File: config.mk
export PLATFORM = sky130hd
export DESIGN_NAME = int_to_ascii
export DESIGN_NICKNAME = d
export VERILOG_FILES = /design/src/rtl/evalpost_pkg.sv /design/src/rtl/udiv10_serial.sv /design/src/rtl/int_to_ascii.sv
export SDC_FILE = /design/constraint.sdc
export NUM_CORES = 1
export LEC_CHECK = 0
export CORE_AREA = 2 2 323 325
export DETAILED_ROUTE_END_ITERATION = 12
export DIE_AREA = 0 0 325 327
export PLACE_DENSITY = 0.55
export SYNTH_ARGS = -nofsm -noshare
export SYNTH_HDL_FRONTEND = slang
export SYNTH_SLANG_ARGS = --single-unit
File: constraint.sdc
create_clock -name clk -period 3.1 [get_ports clk]
set_clock_uncertainty 0.05 [all_clocks]
set_input_delay 0.31 -clock clk [delete_from_list [all_inputs] [get_ports clk]]
set_output_delay 0.31 -clock clk [all_outputs]
set_load 0.05 [all_outputs]
File: src/rtl/evalpost_pkg.sv
// Shared definitions for the evaluator post-processing path:
// formatter FSM states, ASCII constants and digit-stack sizing.
package evalpost_pkg;

    typedef enum logic [2:0] {
        IDLE,
        LOAD,
        DIV,
        PUSH,
        EMIT,
        DONE
    } state_t;

    localparam logic [7:0] ZERO  = 8'h30;
    localparam logic [7:0] MINUS = 8'h2D;
    localparam logic [7:0] NUL   = 8'h00;
    localparam logic [7:0] CH_O  = 8'h4F;
    localparam logic [7:0] CH_V  = 8'h56;
    localparam logic [7:0] CH_F  = 8'h46;

    // Decimal digits needed for 2^(n-1), using log10(2) ~= 0.30103.
    function automatic int digit_count(input int n);
        return ((n - 1) * 30103) / 100000 + 1;
    endfunction

endpackage

File: src/rtl/udiv10_serial.sv
// Serial restoring divide-by-10: one quotient bit per cycle, N cycles total.
// The first step is taken on the go edge itself; ready is high once all N steps are done.
module udiv10_serial #(
    parameter int N = 16
) (
    input  logic         clk,
    input  logic         rst_n,
    input  logic         go,
    input  logic [N-1:0] dividend,
    output logic [N-1:0] quotient,
    output logic [3:0]   remainder,
    output logic         ready
);

    localparam int CW = $clog2(N + 1);

    logic [CW-1:0] cnt;
    logic [3:0]    rem_src;
    logic [3:0]    rem_nx;
    logic [N-1:0]  quo_src;
    logic [N-1:0]  quo_nx;
    logic [4:0]    trial;

    // quotient doubles as the shift register: dividend bits leave at the top,
    // quotient bits enter at the bottom.
    always_comb begin
        rem_src = go ? 4'h0 : remainder;
        quo_src = go ? dividend : quotient;
        trial   = {rem_src, quo_src[N-1]};
        if (trial >= 5'd10) begin
            rem_nx = 4'(trial - 5'd10);
            quo_nx = {quo_src[N-2:0], 1'b1};
        end else begin
            rem_nx = trial[3:0];
            quo_nx = {quo_src[N-2:0], 1'b0};
        end
    end

    always_ff @(posedge clk) begin
        if (!rst_n) begin
            cnt       <= '0;
            quotient  <= '0;
            remainder <= '0;
        end else if (go) begin
            quotient  <= quo_nx;
            remainder <= rem_nx;
            cnt       <= CW'(N - 1);
        end else if (cnt != '0) begin
            quotient  <= quo_nx;
            remainder <= rem_nx;
            cnt       <= cnt - CW'(1);
        end
    end

    assign ready = (cnt == '0);

endmodule

File: src/rtl/int_to_ascii.sv
// Formats a signed N-bit result (or "OVF") as a decimal ASCII stream with
// valid/ready handshake, and also collects it into a packed string.
module int_to_ascii
    import evalpost_pkg::*;
#(
    parameter int N   = 16,
    parameter int LEN = 100
) (
    input  logic             clk,
    input  logic             rst_n,
    input  logic             start,
    input  logic [N-1:0]     value,
    input  logic             ovf_in,
    output logic [7:0]       out_char,
    output logic             out_valid,
    input  logic             out_ready,
    output logic             out_last,
    output logic             busy,
    output logic [8*LEN-1:0] str,
    output logic             done
);

    localparam int D   = digit_count(N);
    localparam int SD  = (D < 3) ? 3 : D;
    localparam int SPW = $clog2(SD + 1);
    localparam int WPW = $clog2(LEN + 1);

    if (LEN < D + 1) begin : g_len_chk
        $error("int_to_ascii: LEN must be at least D+1");
    end

    state_t         state;
    state_t         state_nx;
    logic [N-1:0]   value_q;
    logic [N-1:0]   mag;
    logic [N-1:0]   dividend;
    logic [N-1:0]   quotient;
    logic [3:0]     remainder;
    logic           ovf_q;
    logic           neg;
    logic [7:0]     stack [SD];
    logic [SPW-1:0] sp;
    logic [WPW-1:0] wpos;
    logic           div_go;
    logic           div_ready;
    logic           accept;
    logic           last_char;
    logic [7:0]     cur_char;

    assign accept    = ((state == IDLE) || (state == DONE)) && start;
    assign mag       = value_q[N-1] ? -value_q : value_q;
    assign dividend  = (state == LOAD) ? mag : quotient;
    assign div_go    = ((state == LOAD) && !ovf_q) || ((state == PUSH) && (quotient != '0));
    // neg stays set until the '-' has been transferred, then digits pop off the stack.
    assign cur_char  = neg ? MINUS : stack[sp - SPW'(1)];
    assign last_char = !neg && (sp == SPW'(1));

    udiv10_serial #(.N(N)) u_div (
        .clk       (clk),
        .rst_n     (rst_n),
        .go        (div_go),
        .dividend  (dividend),
        .quotient  (quotient),
        .remainder (remainder),
        .ready     (div_ready)
    );

    always_ff @(posedge clk) begin
        if (!rst_n) state <= IDLE;
        else        state <= state_nx;
    end

    always_comb begin
        state_nx = state;
        case (state)
            IDLE, DONE: if (start) state_nx = LOAD;
            LOAD:       state_nx = ovf_q ? EMIT : DIV;
            DIV:        if (div_ready) state_nx = PUSH;
            PUSH:       state_nx = (quotient != '0) ? DIV : EMIT;
            EMIT:       if (out_ready && last_char) state_nx = DONE;
            default:    state_nx = IDLE;
        endcase
    end

    always_comb begin
        out_valid = 1'b0;
        out_char  = NUL;
        out_last  = 1'b0;
        busy      = 1'b0;
        done      = 1'b0;
        case (state)
            LOAD, DIV, PUSH: busy = 1'b1;
            EMIT: begin
                busy      = 1'b1;
                out_valid = 1'b1;
                out_char  = cur_char;
                out_last  = last_char;
            end
            DONE:    done = 1'b1;
            default: ;
        endcase
    end

    always_ff @(posedge clk) begin
        if (!rst_n) begin
            value_q <= '0;
            ovf_q   <= 1'b0;
            neg     <= 1'b0;
            sp      <= '0;
            wpos    <= '0;
            str     <= '0;
            for (int unsigned i = 0; i < SD; i++) stack[i] <= NUL;
        end else begin
            if (accept) begin
                value_q <= value;
                ovf_q   <= ovf_in;
            end
            case (state)
                LOAD: begin
                    str  <= '0;
                    wpos <= '0;
                    for (int unsigned i = 0; i < SD; i++) stack[i] <= NUL;
                    // "OVF" is preloaded as a 3-deep stack so EMIT needs no special case.
                    if (ovf_q) begin
                        neg      <= 1'b0;
                        stack[2] <= CH_O;
                        stack[1] <= CH_V;
                        stack[0] <= CH_F;
                        sp       <= SPW'(3);
                    end else begin
                        neg <= value_q[N-1];
                        sp  <= '0;
                    end
                end
                PUSH: begin
                    stack[sp] <= ZERO + {4'h0, remainder};
                    sp        <= sp + SPW'(1);
                end
                EMIT: begin
                    if (out_ready) begin
                        for (int unsigned i = 0; i < LEN; i++) begin
                            if (wpos == WPW'(i)) str[8*(LEN-1-i) +: 8] <= cur_char;
                        end
                        wpos <= wpos + WPW'(1);
                        if (neg) neg <= 1'b0;
                        else     sp  <= sp - SPW'(1);
                    end
                end
                default: ;
            endcase
        end
    end

endmodule

==> run_results.csv <==
group,metric,value,unit
routing,dr_wl_met3,13.7,mm
clock_tree,cts.clk_slew.worst_paths,60,ps
die,io-pin-count,833,
worst_setup_path,critPathMaxStageDelay,340,ps
logic_synthesis,mappedNetlistArea,31500,um2
logic_synthesis,synth_async_sr_flop_share,0,
clock_tree,cts_max_level,3,
worst_setup_path,reg2regPathDepth,5,
logic_synthesis,count_of_flip_flops_with_a_built_in_enable_after_synthesis,32,
global_route,track_usage,0.268,
routing,drt-wirelength-per-cell,25.5,um
routing,detail_route.vias_per_cell,5.23,
power_and_ir_drop,p_sw,8.31,mW
clock_tree,clock_latency,680,ps
routing,top_signal_layer_used,"met5",
logic_synthesis,synth_xor_area_frac,0.00525,
clock_tree,clk_root_buffer_cell,"clkbuf_16",
timing,timing.final.crit_share,0.987,
outcome,status,"finished clean",
routing,drt_pre_antenna_iters,6,
logic_synthesis,yosys_most_used_dff,"dfxtp_1",
global_route,global_route.overflow_total,0,
die,core_area,103000,um2
global_route,number_of_antenna_violations_at_the_first_check_in_global_routing,2,
hold_path,worst_hold_class,"input port to flop",
worst_setup_path,worstSetupPathType,"flop to output port",
worst_setup_path,worstSetupStartpointType,"flop",
logic_synthesis,synth.lib_cells_used.distinct,74,
timing,setup_total_negative_slack,0,ps
place,placer_congestion,0.830,
die,start_util,0.306,
cells_and_area,multi_input_area,13700,um2
routing,routed_length_on_met1,60.4,mm
worst_setup_path,critical_path.n_buffers_inverters,4,
power_and_ir_drop,netSwitchingFraction,0.311,
worst_setup_path,cp.required,2740,ps
logic_synthesis,muxShareOfSynthArea,0.0189,
worst_setup_path,end_kind,"output port",
timing,hold_viol_final,0,
power_and_ir_drop,pwr-share-clk,0.416,
clock_tree,cts.sinks,797,
worst_setup_path,critical_path.cell_chain,"inv_1 > ha_4 > buf_6 > mux4_2 > mux2_2 > o21ai_4 > inv_1 > buf_4",
routing,drcViolationCount,0,
cells_and_area,finish.instance_area,44100,um2
logic_synthesis,yosys_warnings,0,
logic_synthesis,yosys.area_share.adder,0.00398,
die,floorplan.die.height,327,um
cells_and_area,filler_cell_count,10200,
logic_synthesis,dominant_combinational_cell_family_by_area_after_synthesis,"simple AND/OR/NAND/NOR gates",
timing,rsz0062_at_grt,"yes",
power_and_ir_drop,power.leakage,14.9,nW
logic_synthesis,syn_area_per_cell,8.47,um2
routing,detail-route-antenna-nets,0,
cells_and_area,flow.area_growth_from_synthesis,40.2,%
power_and_ir_drop,max-vdd-ir-drop,0.000430,V
worst_setup_path,critical-path-slowest-cell,"dfxtp_2",
logic_synthesis,ys_seq_elements,797,
hold_path,timing.hold.worst_path_depth,3,
power_and_ir_drop,comb_power_share,0.179,
worst_setup_path,worst_path_dominant_cell_family,"multiplexers",
place,dpl.hpwl,102,mm
clock_tree,cts_tree,"done",
global_route,grt_pass1_vias,28500,
die,fp-row-count,118,
place,placedInstanceArea,40800,um2
hold_path,worstHoldStart,"value[6]",
worst_setup_path,critPathMaxFanout,9,
global_route,grt_first_pass_wirelength,209,mm
hold_path,holdPathEnd,"value_q[6]",
logic_synthesis,synth_compound_gate_area_share,0.185,
worst_setup_path,path_common_cell,"inv_1",
cells_and_area,final_net_count,4461,
power_and_ir_drop,sequentialPowerShare,0.404,
cells_and_area,area_occupied_by_registers,16300,um2
timing,setup_viol_count_final,0,
routing,wl,150,mm
cells_and_area,most-common-layout-cells,"dfxtp_1, clkdlybuf4s50_1, nand2_1, nand3_1, a21oi_1",
cells_and_area,drive_gt1_frac,0.0991,
place,io_buffers,731,
worst_setup_path,worstReg2RegEnd,"str[635]",
routing,detailroute.wirelength.met2,69.7,mm
timing,final.min_clock_period,3060,ps
flow_run,cap_viol_max_count,0,
die,floorplan.die_area,106000,um2
power_and_ir_drop,power_density,606,nW/um2
clock_tree,clock_path_buffers,3,
logic_synthesis,yosysSeqAreaShare,0.517,
cells_and_area,most_frequent_standard_cell_in_the_layout_excluding_fill_and_tap_cells,"dfxtp_1",
die,floorplan.die.width,325,um
logic_synthesis,synthSimpleGateAreaFrac,0.202,
global_route,grt_start_max_net_pins,166,
timing,slew_viol_final,0,
power_and_ir_drop,cell_internal_pwr,18.4,mW
clock_tree,cts_buffers,90,
timing,worst_slew_margin_rel,0.154,
worst_setup_path,setup.reg_to_reg.worst_slack,150,ps
logic_synthesis,postSynthCellCount,3715,
worst_setup_path,critPathArrivalTime,2700,ps
timing,worstMarginPinSlew,1260,ps
routing,route.vias.total,30800,
timing,fmax,327,MHz
routing,initialDrtViolationCount,2772,
worst_setup_path,regToRegStartpoint,"wpos[4]",
power groups by stage:
stage	Combinational, mW	Sequential [mW]	Clock, mW
floorplan	2.84	11.1	0
detailed placement	4.71	11.0	0
global placement	4.70	11.0	0
CTS	4.80	10.8	11.3
global route	5.13	10.8	11.7
finish	4.80	10.8	11.1
sequential cells by signal, summed over array words and instances, names as in the netlist:
signal and count:
sp 3, ovf_q 1, u_div.quotient 16, value_q 16
str 700, u_div.remainder 4, u_div.cnt 5, neg 1
stack 41, wpos 7, state 3
cells by family (layout without fill, tap and decap cells):
kind of cell | Yosys count | count (layout)
simple gates | 1406 | 1406
compound gates | 1002 | 1002
flops | 797 | 797
buf+inv | 432 | 1117
mux | 49 | 49
xor+xnor | 18 | 18
fa+ha+maj | 10 | 10
other cells | 1 | 102
routing by layer:
layer  track usage  up-vias
li1              -    14300
met1         0.324    15000
met2         0.436     1265
met3        0.0917      246
met4         0.106        2
met5             0        -
synthesized netlist by cell type (20+ instances only):
master / count / area share
o211ai_1: 29 / 0.0069
nor2_1: 83 / 0.0099
o22ai_1: 71 / 0.014
dfxtp_1: 765 / 0.49
edfxtp_1: 32 / 0.031
nand3_1: 497 / 0.079
buf_1: 29 / 0.0035
nand2_1: 679 / 0.081
o31ai_1: 33 / 0.0079
nand4_1: 42 / 0.0084
a31oi_1: 38 / 0.0076
inv_1: 20 / 0.0024
clkbuf_1: 195 / 0.023
buf_4: 105 / 0.025
buf_2: 71 / 0.011
a21oi_1: 442 / 0.070
o21ai_0: 264 / 0.042
o21ai_1: 29 / 0.0046
mux2i_1: 37 / 0.012
cell type report:
class | count | share of cell area
Clock inverter | 35 | 0.0101
Clock buffer | 127 | 0.0590
Antenna cell | 1 | 0.0000567
Sequential cell | 797 | 0.369
Tap cell | 1380 | 0.0391
Inverter | 23 | 0.00224
Multi-Input combinational cell | 2586 | 0.310
Timing Repair Buffer | 932 | 0.211
stage by stage:
stage | utilization | hold slack [ps] | setup slack [ps] | std cells | power (mW)
floorplan | - | 369 | -49.3 | 3815 | 13.9
global placement | 0.397 | 376 | -38.7 | 5703 | 15.7
detailed placement | 0.397 | 381 | -22.3 | 5703 | 15.7
CTS | 0.428 | 87.0 | 15.8 | 5880 | 26.9
global route | 0.429 | 114 | -13.3 | 5881 | 27.6
finish | 0.429 | 132 | 41.4 | 5881 | 26.7
how the worst max path moves through the flow:
stage	from	end	slack, ps	cells past startpoint
floorplan	sp[0]	out_char[5]	-50	11
global placement	out_ready	str[635]	-40	8
detailed placement	out_ready	str[635]	-20	8
CTS	sp[2]	out_char[3]	20	5
global route	sp[1]	out_char[3]	-10	8
finish	sp[1]	out_char[3]	40	8
worst min-delay path: cells and delay by family:
family	cells	cell delay [ps]
buffers and inverters	1	390
AND/OR/NAND/NOR	1	60
AO/OA/AOI/OAI	1	50
repair_timing:
| action | CTS | global route |
|---|---|---|
| gates cloned | 2 | 0 |
| pin swaps | 5 | 2 |
| endpoints found under the setup margin | 6 | 5 |
| buffers inserted | 13 | 0 |
| gates resized for setup | 10 | 4 |
| hold buffers | 1 | 0 |
| endpoints found under the hold margin | 9 | 0 |
(Power assumes the default switching activity.)
